### src/rtl/text_vga_ctrl.sv
// rtl/text_vga_ctrl.sv - VGA text-mode controller with cell/glyph fetch, colour, blink, cursor and scroll
module text_vga_ctrl #(
    parameter int COLS         = 80,
    parameter int ROWS         = 25,
    parameter int CHAR_W       = 8,
    parameter int CHAR_H       = 16,
    parameter int H_ACTIVE     = 640,
    parameter int H_FP         = 16,
    parameter int H_SYNC       = 96,
    parameter int H_BP         = 48,
    parameter int V_ACTIVE     = 480,
    parameter int V_FP         = 10,
    parameter int V_SYNC       = 2,
    parameter int V_BP         = 33,
    parameter int BLINK_FRAMES = 32,
    localparam int AW          = $clog2(COLS * ROWS),
    localparam int GW          = 8 + $clog2(CHAR_H)
) (
    input  logic              clk,
    input  logic              rst,
    input  logic              cfg_we,
    input  logic [1:0]        cfg_addr,
    input  logic [7:0]        cfg_wdata,
    output logic [AW-1:0]     ram_addr,
    input  logic [15:0]       ram_q,
    output logic [GW-1:0]     glyph_addr,
    input  logic [CHAR_W-1:0] glyph_q,
    output logic              vga_hsync,
    output logic              vga_vsync,
    output logic [2:0]        vga_rgb
);
    localparam int H_TOTAL = H_ACTIVE + H_FP + H_SYNC + H_BP;
    localparam int V_TOTAL = V_ACTIVE + V_FP + V_SYNC + V_BP;
    localparam int XW      = $clog2(H_TOTAL);
    localparam int YW      = $clog2(V_TOTAL);
    localparam int HW      = $clog2(CHAR_H);
    localparam int CW      = (CHAR_W > 1) ? $clog2(CHAR_W) : 1;
    localparam int FW      = (BLINK_FRAMES > 1) ? $clog2(BLINK_FRAMES) : 1;

    logic [XW-1:0] x_q, x_d;
    logic [YW-1:0] y_q, y_d;
    logic          wrap;
    logic [FW-1:0] frame_q;
    logic          blink_phase_q;
    logic [7:0]    cur_col_q, cur_row_q, scroll_pend_q, scroll_live_q, scroll_live_d;
    logic          blink_en_q, cursor_en_q;
    logic [AW-1:0] ram_addr_q, ram_addr_d;

    logic          s0_valid, s0_cur, s0_hs, s0_vs;
    logic [CW-1:0] s0_cx;
    logic [HW-1:0] s0_cy;
    logic          s1_valid_q, s1_cur_q, s1_hs_q, s1_vs_q;
    logic [CW-1:0] s1_cx_q;
    logic [HW-1:0] s1_cy_q;
    logic          s2_valid_q, s2_cur_q, s2_hs_q, s2_vs_q;
    logic [CW-1:0] s2_cx_q;
    logic [6:0]    s2_attr_q;
    logic [2:0]    rgb_d, rgb_q;
    logic          hsync_q, vsync_q;
    logic          unused_attr_bit;

    assign unused_attr_bit = ram_q[11];

    always_comb begin
        wrap = 1'b0;
        x_d  = x_q + 1'b1;
        y_d  = y_q;
        if (int'(x_q) == H_TOTAL - 1) begin
            x_d = '0;
            if (int'(y_q) == V_TOTAL - 1) begin
                y_d  = '0;
                wrap = 1'b1;
            end else begin
                y_d = y_q + 1'b1;
            end
        end
        scroll_live_d = wrap ? scroll_pend_q : scroll_live_q;
    end

    // Address is computed from the next counter state so ram_addr_q lines up with x_q/y_q.
    always_comb begin
        int col_n, line_n, row_n;
        col_n  = int'(x_d) / CHAR_W;
        line_n = int'(y_d) / CHAR_H;
        row_n  = line_n + int'(scroll_live_d);
        if (row_n >= ROWS) row_n = row_n - ROWS;
        ram_addr_d = '0;
        if (col_n < COLS && line_n < ROWS) ram_addr_d = AW'(row_n * COLS + col_n);
    end

    always_comb begin
        int col_c, line_c;
        col_c    = int'(x_q) / CHAR_W;
        line_c   = int'(y_q) / CHAR_H;
        s0_cx    = CW'(int'(x_q) % CHAR_W);
        s0_cy    = y_q[HW-1:0];
        s0_valid = int'(x_q) < H_ACTIVE && int'(y_q) < V_ACTIVE && col_c < COLS && line_c < ROWS;
        s0_cur   = cursor_en_q && col_c == int'(cur_col_q) && line_c == int'(cur_row_q)
                   && int'(s0_cy) >= CHAR_H - 2;
        s0_hs    = !(int'(x_q) >= H_ACTIVE + H_FP && int'(x_q) < H_ACTIVE + H_FP + H_SYNC);
        s0_vs    = !(int'(y_q) >= V_ACTIVE + V_FP && int'(y_q) < V_ACTIVE + V_FP + V_SYNC);
    end

    // Gating on the stage-1 valid flag keeps the ROM address at 0 during reset and blanking.
    assign glyph_addr = s1_valid_q ? {ram_q[7:0], s1_cy_q} : '0;

    always_comb begin
        logic [2:0] fg, bg;
        logic       pix;
        fg = s2_attr_q[2:0];
        bg = s2_attr_q[5:3];
        if (blink_en_q && s2_attr_q[6] && !blink_phase_q) fg = bg;
        pix   = glyph_q[CW'(CHAR_W - 1) - s2_cx_q] || (s2_cur_q && blink_phase_q);
        rgb_d = '0;
        if (s2_valid_q) rgb_d = pix ? fg : bg;
    end

    always_ff @(posedge clk) begin
        if (rst) begin
            x_q           <= '0;
            y_q           <= '0;
            frame_q       <= '0;
            blink_phase_q <= 1'b0;
            cur_col_q     <= '0;
            cur_row_q     <= '0;
            scroll_pend_q <= '0;
            scroll_live_q <= '0;
            blink_en_q    <= 1'b0;
            cursor_en_q   <= 1'b0;
            ram_addr_q    <= '0;
            s1_valid_q    <= 1'b0;
            s1_cur_q      <= 1'b0;
            s1_hs_q       <= 1'b1;
            s1_vs_q       <= 1'b1;
            s1_cx_q       <= '0;
            s1_cy_q       <= '0;
            s2_valid_q    <= 1'b0;
            s2_cur_q      <= 1'b0;
            s2_hs_q       <= 1'b1;
            s2_vs_q       <= 1'b1;
            s2_cx_q       <= '0;
            s2_attr_q     <= '0;
            rgb_q         <= '0;
            hsync_q       <= 1'b1;
            vsync_q       <= 1'b1;
        end else begin
            x_q           <= x_d;
            y_q           <= y_d;
            scroll_live_q <= scroll_live_d;
            ram_addr_q    <= ram_addr_d;
            if (wrap) begin
                frame_q <= frame_q + 1'b1;
                if (frame_q == FW'(BLINK_FRAMES - 1)) blink_phase_q <= !blink_phase_q;
            end
            if (cfg_we) begin
                case (cfg_addr)
                    2'd0: cur_col_q <= cfg_wdata;
                    2'd1: cur_row_q <= cfg_wdata;
                    2'd2: begin
                        blink_en_q  <= cfg_wdata[1];
                        cursor_en_q <= cfg_wdata[0];
                    end
                    2'd3: if (int'(cfg_wdata) < ROWS) scroll_pend_q <= cfg_wdata;
                endcase
            end
            s1_valid_q <= s0_valid;
            s1_cur_q   <= s0_cur;
            s1_hs_q    <= s0_hs;
            s1_vs_q    <= s0_vs;
            s1_cx_q    <= s0_cx;
            s1_cy_q    <= s0_cy;
            s2_valid_q <= s1_valid_q;
            s2_cur_q   <= s1_cur_q;
            s2_hs_q    <= s1_hs_q;
            s2_vs_q    <= s1_vs_q;
            s2_cx_q    <= s1_cx_q;
            s2_attr_q  <= {ram_q[15], ram_q[14:12], ram_q[10:8]};
            rgb_q      <= rgb_d;
            hsync_q    <= s2_hs_q;
            vsync_q    <= s2_vs_q;
        end
    end

    assign ram_addr  = ram_addr_q;
    assign vga_rgb   = rgb_q;
    assign vga_hsync = hsync_q;
    assign vga_vsync = vsync_q;
endmodule

### config.mk
export PLATFORM = sky130hd
export DESIGN_NAME = text_vga_ctrl
export DESIGN_NICKNAME = d
export VERILOG_FILES = /design/src/rtl/text_vga_ctrl.sv
export SDC_FILE = /design/constraint.sdc
export NUM_CORES = 1
export LEC_CHECK = 0
export ABC_AREA = 1
export BUFFER_PORTS_ARGS = -buffer_cell sky130_fd_sc_hd__buf_2
export CAP_MARGIN = 25
export CORE_MARGIN = 10
export CORE_UTILIZATION = 53
export DETAILED_ROUTE_END_ITERATION = 6
export MAX_ROUTING_LAYER = met4
export PLACE_DENSITY = 0.81
export SYNTH_ARGS = -nofsm -noshare
export SYNTH_HDL_FRONTEND = slang
export SYNTH_SLANG_ARGS = --single-unit
### constraint.sdc
create_clock -name clk -period 5.2 [get_ports clk]
set_clock_uncertainty 0.2 [all_clocks]
set_input_delay 1.3 -clock clk [delete_from_list [all_inputs] [get_ports clk]]
set_output_delay 1.3 -clock clk [all_outputs]
set_load 0.005 [all_outputs]
==> results by group <==
Power and ir drop
  • Static Leak: 3.26 nW
  • Power Density: 214 nW/um2
  • Pwr Total: 1.42 mW
  • VDD IR max: 169 uV

Detailed routing
  • Final ANT Viol Nets: 0
  • WL met1: 5.59 mm
  • Vias per cell: 5.09
  • Max Used Layer: met4
  • Met3 WL: 753 um
  • Vias: 4835
  • DRT Pass-1 Iters: 5
  • Final wirelength: 13.0 mm
  • DRC errors left: 0
  • DR WL/cell: 13.7 um
  • DR WL met2: 6.34 mm
  • Initial DRC count: 252

Clock tree
  • Worst-Skew Late Latency: 0.36 ns
  • CTS sink count: 101
  • TritonCTS buffer count: 9
  • Clk buf depth: 2
  • CTS tree: built
  • Root Buffer: clkbuf_8
  • Clk slew on worst S/H paths: 0.10 ns
  • H-Tree Depth: 3

Global routing
  • GR Overflow Total: 0
  • Global-route wire length before repair: 21.2 mm
  • Largest net degree at the start of global routing: 50
  • Total Routing Usage GR: 18.0%
  • Initial antenna violation count: 0
  • Number of global-route vias before repair: 4825

Logic synthesis
  • Sequential share of the synthesized area: 38.5%
  • Synthesis Warnings: 0
  • Most common cell in the synthesized netlist: inv_1
  • Post-Synthesis Cells: 687
  • Async S/R FF share, synth: 0%
  • Netlist cell types: 47
  • Top FF cell, synth: dfxtp_1
  • Largest cells by area after synthesis: dfxtp_1, inv_1, nand2_1, nor2_1, ha_1
  • Synth Area per Inst: 7.64 um2
  • Area share of the largest cell type after synthesis: 38.5%
  • Synthesized flop and latch total: 101
  • Mapped cell area: 5250 um2
  • Syn Nets: 749
  • Synth area leader: dfxtp_1
  • Number of synthesized flops with an enable pin: 0
  • Synth cell count leaders: inv_1, dfxtp_1, nand2_1, nor2_1, o21ai_0

Outcome
  • Status: finished, violations left
  • Failing checks: negative setup slack

STA
  • Post-route minimum period: 5.24 ns
  • Fmax: 191 MHz
  • Slew Viols, Final: 0
  • Slew at the pin closest to its max-slew limit: 0.939 ns
  • # setup viols final: 1
  • RSZ-0062 raised after global routing: true
  • Final period util: 101%
  • Final hold vios: 0
  • Slew HR: 37.4%
  • PnR worst setup slack: -0.0381 ns

Worst setup path
  • Worst EP required: 5.31 ns
  • Slowest stage delay, CP: 0.54 ns
  • Crit Path Class: register to register
  • Reg-to-reg slack, setup: -0.04 ns
  • Critical-path maximum fanout: 6
  • Slowest-stage cell, CP: fa_2
  • Arrival time worst endpoint: 5.34 ns
  • Worst setup SP type: register
  • Crit end category: register

Finish
  • Post-Layout Cell Count: 950
  • Share of cells above drive strength 1: 32.1%
  • Antenna diode instance count: 0
  • Fin area: 6640 um2
  • Core Util, Final: 68.2%
  • Layout net count: 875
  • Syn-to-layout area delta: 26.4%

Floorplanning
  • Chip height: 120 um
  • Initial Util: 54.0%
  • Core ar.: 9730 um2
  • # IOs: 65
  • Die footprint: 14300 um2
  • # rows: 36
  • Width of the die: 120 um

Placement
  • Dpl hpwl: 9.67 mm
  • Number of port buffers: 63
  • Post-Place Cells: 926
  • Final Wtd Congestion: 0.899
  • Post-DP Area: 6110 um2

Worst hold path
  • HP Class: register to register

Flow run
  • Number of max-cap violations: 0
[registers in the layout, summed over array words and instances, names as in the netlist, 3 cells and up]
register and cells:
ram_addr 11, x_q 10, y_q 10, cur_col_q 8
cur_row_q 8, scroll_live_q 8, scroll_pend_q 8, s2_attr_q 7
frame_q 5, s1_cy_q 4, s1_cx_q 3, s2_cx_q 3
vga_rgb 3
[kinds of logic after synthesis]
kind of cell / count (synthesis) / synth area share, %
adder cells (fa/ha/maj): 25 / 6.39
buffers and inverters: 138 / 10.1
AO/OA/AOI/OAI: 99 / 10.7
XOR/XNOR: 24 / 4.15
flip-flops: 101 / 38.5
AND/OR/NAND/NOR: 300 / 30.1
[final timing paths]
| check | cells after the start | end | startpoint |
|---|---|---|---|
| setup / recovery | 35 | ram_addr[10] | x_q[0] |
| hold / removal | 1 | s2_hs_q | s1_hs_q |
| setup reg to reg | 35 | ram_addr[10] | x_q[0] |
| hold reg to reg | 1 | s2_hs_q | s1_hs_q |
[placed cells by master, fill, tap and decap left out, drive strengths merged, types with 3 or more instances in the layout]
master	count
nor4	6
xnor2	9
nand3	40
ha	22
or2	5
a211oi	5
buf	131
nor2	106
dfxtp	101
o21ai	42
clkbuf	10
xor2	15
a21oi	39
nand4	4
nor3	15
nand3b	4
nand2	115
inv	121
o211ai	3
nor3b	4
fa	3
[where the power goes]
part	internal [mW]	switching, mW
clock network	0.270	0.267
registers	0.789	0.0107
logic	0.0340	0.0480
total	1.09	0.326
[critical path: cells and delay by family (launching register included)]
kind / cells / cell delay, ns
xor gates and xnor gates: 1 / 0.13
AOI/OAI and AO/OA: 1 / 0.24
adders and majority gates: 7 / 1.91
buffers and inverters: 5 / 0.44
and+or+nand+nor: 21 / 1.91
DFF: 1 / 0.36
[area by class of cell]
cell class | instances | area [um2]
clock inverter | 5 | 83.8
fill | 767 | 3090
tap | 133 | 166
clock buffer | 10 | 128
multi-input combinational | 448 | 2940
inverter | 122 | 464
sequential | 101 | 2030
timing repair buffer | 131 | 826
[layer usage]
| metal | GRT usage [%] | up-vias |
|---|---|---|
| met1 | 20.2 | 2237 |
| li1 | - | 2405 |
| met2 | 30.4 | 155 |
| met3 | 4.45 | 38 |
| met4 | 6.49 | 0 |
| met5 | - | - |
[through the flow]
step,setup WS (ns),hold slack (ns),TNS [ns]
floorplan,0.00705,0.188,0
global placement,-0.0370,0.197,-0.0370
detailed placement,-0.192,0.194,-0.192
CTS,-0.0368,0.205,-0.0368
global route,-0.302,0.234,-0.302
finish,-0.0381,0.204,-0.0381
[timing repair]
item,in CTS,in global routing
hold buffers,0,0
pin swaps,17,25
endpoints found under the setup margin,1,3
buffers inserted,5,4
gates resized for setup,21,39
cloned,0,0
Power figures use the tool's default switching activity.
